## src/rtl/pad_mux_config_ctrl.sv

```systemverilog
// rtl/pad_mux_config_ctrl.sv - pad-mux configuration sequencer
// Gates pad OEs around every selector change: isolate, switch, settle, re-enable.
module pad_mux_config_ctrl #(
  parameter int NUM_CFG       = 4,
  parameter int ISO_CYCLES    = 8,
  parameter int SETTLE_CYCLES = 4
) (
  input  logic       clk,
  input  logic       rst_n,
  input  logic       req_valid,
  input  logic [3:0] req_cfg,
  output logic       req_ready,
  output logic [3:0] configuration,
  output logic       oe_gate,
  output logic       busy,
  output logic       done,
  output logic       err
);

  localparam int MAX_CYC = (ISO_CYCLES > SETTLE_CYCLES) ? ISO_CYCLES : SETTLE_CYCLES;
  localparam int CW      = $clog2(MAX_CYC + 1);

  typedef enum logic [2:0] {BOOT, IDLE, ISOLATE, SWITCH, SETTLE} state_t;

  state_t         state, state_n;
  logic [CW-1:0]  cnt, cnt_n;
  logic [3:0]     pending;
  logic           accept, cfg_illegal, cfg_same;
  logic           done_n, err_n;

  // Acceptance keys off the state, not req_ready, so it needs no extra register stage.
  assign accept      = req_valid && (state == IDLE);
  assign cfg_illegal = ({1'b0, req_cfg} >= 5'(NUM_CFG));
  assign cfg_same    = (req_cfg == configuration);

  always_comb begin
    state_n = state;
    cnt_n   = cnt;
    done_n  = 1'b0;
    err_n   = 1'b0;
    case (state)
      BOOT: begin
        if (cnt <= CW'(1)) state_n = IDLE;
        else               cnt_n   = cnt - CW'(1);
      end
      IDLE: begin
        if (accept) begin
          if (cfg_illegal)   err_n  = 1'b1;
          else if (cfg_same) done_n = 1'b1;
          else begin
            state_n = ISOLATE;
            cnt_n   = CW'(ISO_CYCLES);
          end
        end
      end
      ISOLATE: begin
        if (cnt <= CW'(1)) state_n = SWITCH;
        else               cnt_n   = cnt - CW'(1);
      end
      SWITCH: begin
        state_n = SETTLE;
        cnt_n   = CW'(SETTLE_CYCLES);
      end
      SETTLE: begin
        if (cnt <= CW'(1)) begin
          state_n = IDLE;
          done_n  = 1'b1;
        end else begin
          cnt_n = cnt - CW'(1);
        end
      end
      default: begin
        state_n = BOOT;
        cnt_n   = CW'(SETTLE_CYCLES);
      end
    endcase
  end

  // Outputs are registered from the next state so they line up with the state register.
  always_ff @(posedge clk or negedge rst_n) begin
    if (!rst_n) begin
      state         <= BOOT;
      cnt           <= CW'(SETTLE_CYCLES);
      pending       <= 4'd0;
      configuration <= 4'd0;
      oe_gate       <= 1'b0;
      req_ready     <= 1'b0;
      busy          <= 1'b1;
      done          <= 1'b0;
      err           <= 1'b0;
    end else begin
      state     <= state_n;
      cnt       <= cnt_n;
      if (accept) pending <= req_cfg;
      if (state == SWITCH) configuration <= pending;
      oe_gate   <= (state_n == IDLE);
      req_ready <= (state_n == IDLE);
      busy      <= (state_n != IDLE);
      done      <= done_n;
      err       <= err_n;
    end
  end

endmodule

```

## config.mk

```make
export PLATFORM = sky130hd
export DESIGN_NAME = pad_mux_config_ctrl
export DESIGN_NICKNAME = d
export VERILOG_FILES = /design/src/rtl/pad_mux_config_ctrl.sv
export SDC_FILE = /design/constraint.sdc
export NUM_CORES = 1
export LEC_CHECK = 0
export CAP_MARGIN = 0
export CORE_ASPECT_RATIO = 0.8
export CORE_MARGIN = 2
export CORE_UTILIZATION = 30
export CTS_CLUSTER_SIZE = 25
export DETAILED_ROUTE_END_ITERATION = 6
export GPL_TIMING_DRIVEN = 0
export PLACE_DENSITY_LB_ADDON = 0.05
export SETUP_SLACK_MARGIN = 0.5
export SYNTH_ARGS = -nofsm -noshare
export SYNTH_HDL_FRONTEND = slang
export SYNTH_SLANG_ARGS = --single-unit
export TNS_END_PERCENT = 10
```

## constraint.sdc

```tcl
create_clock -name clk -period 2.4 [get_ports clk]
set_input_delay 0.36 -clock clk [delete_from_list [all_inputs] [get_ports clk]]
set_output_delay 0.36 -clock clk [all_outputs]
set_load 0.01 [all_outputs]
```

* Word-level counts from Yosys, hierarchy flattened
Cells that the tools add are included.
** Word-level totals
- Bits in registers :: 19
- Latch bits :: 0
- Bits in writable memories :: 0
- Memory bits (read-only) :: 0
- Bits of input ports :: 7
- Output and inout port bits :: 9
- Word-level logic and storage cells :: 46
- Memories kept :: 0
** Cells by class
- $add $sub $neg :: 1
- Multipliers :: 0
- Divide/modulo/power cells :: 0
- $lt $le $gt $ge :: 2
- Equal/unequal tests :: 11
- Shift-type cells :: 0
- Mux-type cells :: 19
- Bitwise logic cells :: 0
- Reduce and logical (&&, ||, !) cells :: 5
** Operator list (number)
- $mux W4 :: 4
- $mux W3 :: 5
- $pmux W3 S4 :: 1
- $ne A2 B2 Y1 const B :: 4
- $pmux W4 S2 :: 1
- $mux W1 :: 7
- $eq A3 B1 Y1 const B :: 2
- $eq A3 B2 Y1 const B :: 2
- $eq A4 B4 Y1 :: 1
- $ge A4 B3 Y1 const B :: 1
- $le A4 B1 Y1 const B :: 1
- $reduce_and A4 Y1 :: 1
- $sub A4 B1 Y4 const B :: 1
- $eq A3 B3 Y1 const B :: 1
- $logic_not A3 Y1 :: 1
- $ne A3 B1 Y1 const B :: 1
- $reduce_or A3 Y1 :: 1
- $pmux W1 S2 :: 1
- $reduce_or A2 Y1 :: 1
- $logic_and A1 B1 Y1 :: 1

* Depth between registers and ports, before layout
- Depth after elaboration :: 6
- Gate-level depth with buffers :: 6

* Least setup slack after synthesis
Ideal clock, no wire load.
- Path kind :: reg2reg
- Start point :: reg configuration[1]
- End point :: reg state[1]
- Arrival time :: 1.311 ns
- Data required time :: 2.281 ns
- Slack :: 0.970 ns
- Stages on the path, launching flop included :: 5
- Clock period less this slack :: 1.430 ns
- Cell sequence :: dfrtp_1 -> xor2_1 -> o41ai_2 -> nor3b_1 -> o21ba_2
** On the way
- Word-level cells in the longest chain between the ends :: 5
** Ends and longest elaborated chain
- start: declaration :: RTL line 13 : output logic [3:0] configuration,
- start signal: assignment :: RTL line 95 : if (state == SWITCH) configuration <= pending;
- $eq A4 B4 Y1 :: RTL line 34 : assign cfg_same = (req_cfg == configuration);
- $mux W3 :: RTL line 49 : else if (cfg_same) done_n = 1'b1;
- $mux W3 :: RTL line 48 : if (cfg_illegal) err_n = 1'b1;
- $mux W3 :: RTL line 47 : if (accept) begin
- $pmux W3 S4 :: RTL line 41 : case (state)
- named net state_n[1] :: RTL line 25 : state_t state, state_n;
- end signal: assignment :: RTL line 92 : state <= state_n;
- end: declaration :: RTL line 25
The timed path passes the listed nets, and every way through them passes these cells.
A chain may end at the register's enable or synchronous reset.

* Worst setup path in the final report
- Start point :: in req_cfg[1]
- End point :: reg cnt[1]
** On the way
- Word-level cells in the longest chain between the ends :: 3
- Elaborated cells on any way between the ends :: 5
- Classes of those cells :: order compare: 1; eq/ne: 3; reduce/logical: 1
** Ends and longest elaborated chain
- start: declaration :: RTL line 11 : input logic [3:0] req_cfg,
- $ge A4 B3 Y1 or $eq A4 B4 Y1 (tied branches) :: RTL line 33, 34
- $ne A2 B2 Y1 (no source line)
- $reduce_and A4 Y1 (no source line) *
- end signal: assignment :: RTL line 83 : cnt <= CW'(SETTLE_CYCLES);
- end signal: assignment :: RTL line 93 : cnt <= cnt_n;
- end: declaration :: RTL line 26 : logic [CW-1:0] cnt, cnt_n;
Every way passes the cells marked *; elsewhere a longest branch is shown, timed or not.

==> results.py <==
metrics = {
    "floorplan": {
        "io_pins": 16,
        "start_util": 0.3215,
        "die_h_um": 53.25,
        "die_x_um": 65.57,
        "fp.coreArea_um2": 2829,
        "dieArea_um2": 3491,
        "rows": 17,
    },
    "route": {
        "routed_wl_um": 1707,
        "ant_nets": 0,
        "first_iter_violations": 24,
        "drcViolationCount": 0,
        "avgViaCountPerCell": 4.634,
        "first_pass_iters": 4,
        "wl_per_cell_um": 12.74,
        "vias": 621,
    },
    "sta": {
        "skew_ns": 0.002933,
        "fin_crit_sh": 0.7366,
        "fmax_ghz": 0.5657,
        "slew_viol_final": 0,
        "fin_ws_ns": 0.6322,
        "hold_violations": 0,
        "worst_slew_pin_slew_ns": 0.8568,
        "relSlewSlack": 0.4270,
        "setup_viol": 0,
        "period_needed_ns": 1.768,
        "hold_ws_ns": 0.5000,
        "fin_tns_setup_ns": 0,
        "grt_setup_unrepaired": "no",
    },
    "placed_design": {
        "routabilityCongestion": 0.7682,
        "place_worst_setup_slack_ns": 0.3698,
        "portBuffers": 15,
        "placement.cell_area_um2": 1107,
        "dp_hpwl_um": 1264,
        "placedCellCount": 130,
    },
    "final_layout": {
        "drive_gt1_frac": 0.1979,
        "nets": 106,
        "final_cell_area_um2": 1152,
        "final_cell_mix": "dfrtp_1, clkdlybuf4s50_1, mux2_2, nor2_1",
        "layout_commonest_cell": "dfrtp_1",
        "fin_cells": 134,
        "diodes": 0,
        "area_delta_synth_final_pct": 26.69,
        "final_util": 0.4073,
    },
    "power_and_ir_drop": {
        "ir_drop_uv": 572.4,
        "p_leak_nw": 0.4948,
        "finalPower_mw": 1.500,
        "power_density_nw_per_um2": 1301,
    },
    "global_routing": {
        "grt_usage": 0.1135,
        "grt_pass1_wl_um": 2780,
        "grt_pass1_vias": 595,
        "antenna_found_initial": 0,
        "overflow": 0,
        "grt_max_degree": 20,
    },
    "setup_path": {
        "crit_chain": "clkdlybuf4s50_1 > xor2_1 > o41ai_2 > a21oi_1 > o22ai_1",
        "slowest_stage": "o41ai_2",
        "crit_path_max_fanout": 4,
        "cp_num_buf_inv": 1,
        "worstPathArrival_ns": 1.94,
        "cp-end-kind": "flop",
        "path_class": "in -> reg",
        "slowest_delay_ns": 0.56,
        "critPathTopFamily": "compound AO/OA/AOI/OAI gates",
        "start_kind": "primary input",
        "cp.required_ns": 2.57,
    },
    "synthesis": {
        "ys_types": 30,
        "synth_area_um2": 909.6,
        "ys_seq_area_frac": 0.5254,
        "synth-seq-cells": 19,
        "ys_warn_count": 0,
        "syn_inst": 77,
        "synth_fp_nets": 86,
        "syn_area_per_cell_um2": 11.81,
    },
    "clock_tree": {
        "path_clk_slew_ns": 0.07,
        "hold_buffers": 0,
        "clock-sinks": 19,
        "cts_resized": 0,
        "numCtsBuffers": 3,
        "clock_tree.buffer_depth": 2,
        "clkLatencyLatePin_ns": 0.25,
        "cts-htree-levels": 1,
        "tritoncts": "done",
        "cts_setup_buffers": 0,
        "clock-root-buffer": "clkbuf_8",
    },
    "worst_hold_path": {
        "hp-class": "reg -> reg",
    },
    "run": {
        "max_cap_violations": 0,
    },
    "outcome": {
        "status": "finished clean",
    },
}
[cells by family (layout without fill, tap and decap cells)]
family / Yosys count / after routing / synth area share
and+or+nand+nor: 24 / 24 / 0.1595
adders and majority gates: 2 / 2 / 0.02751
DFF: 19 / 19 / 0.5254
xor gates and xnor gates: 4 / 4 / 0.03851
buffers and inverters: 5 / 24 / 0.02476
muxes: 9 / 9 / 0.1100
AOI/OAI and AO/OA: 14 / 14 / 0.1142
[worst paths after layout]
check | from | end | slack, ns | depth (start not counted)
setup / recovery | req_cfg[1] | cnt[1] | 0.63 | 5
hold / removal | pending[3] | configuration[3] | 0.50 | 1
setup reg to reg | configuration[1] | cnt[1] | 0.76 | 4
hold reg to reg | pending[3] | configuration[3] | 0.50 | 1
max in group asynchronous | rst_n | pending[2] | 1.27 | 1
min in group asynchronous | rst_n | oe_gate | 0.60 | 1
[synth_stat cells (all sizes together)]
library cell,instances,area share
o21a,1,0.0083
o41ai,1,0.018
a311oi,1,0.0096
nand2,4,0.017
dfstp,2,0.058
ha,2,0.028
and2,1,0.0083
nor4,1,0.0069
inv,4,0.017
nor2,5,0.021
a21oi,5,0.032
nor2b,2,0.014
a21o,2,0.017
nor4b,1,0.0096
a31oi,1,0.0069
o22ai,1,0.0069
nand2b,2,0.014
dfrtp,17,0.47
o21ba,1,0.011
xor2,4,0.039
buf,1,0.0083
nand3b,2,0.017
mux2i,1,0.011
mux2,8,0.099
o21ai,1,0.0055
nand3,1,0.0055
nor3b,3,0.037
nor3,2,0.011
[cell type report]
| type | instances | area, µm² |
|---|---|---|
| inverters | 4 | 15.01 |
| multi-input cells | 53 | 409.1 |
| flip-flops and latches | 19 | 478.0 |
| clock buffers | 4 | 45.04 |
| fillers | 293 | 1677 |
| repair buffers | 15 | 150.1 |
| well taps | 38 | 47.55 |
| plain buffers | 1 | 7.507 |
[state kept, by name (all words and copies together), names as in the netlist]
signal         flops
busy               1
cnt                4
configuration      4
pending            4
err                1
done               1
oe_gate            1
state              3
[metal layers]
metal | vias to the layer above | track usage | wire (µm)
li1 | 307 | - | -
met1 | 301 | 0.1453 | 901
met2 | 11 | 0.1786 | 727
met3 | 2 | 0.05106 | 67
met4 | 0 | 0.02083 | 11
met5 | - | 0 | 0
[worst register-to-register path: stages (launching register included)]
cell,delay [ns]
dfrtp_1,0.40
xor2_1,0.21
o41ai_2,0.57
a21oi_1,0.20
o22ai_1,0.19
[report_power, final]
part | internal, mW | switching (mW)
clock network | 0.118 | 0.0983
logic | 0.371 | 0.307
registers | 0.481 | 0.125
total | 0.969 | 0.530
No activity file was read; power rests on OpenSTA's default activity.
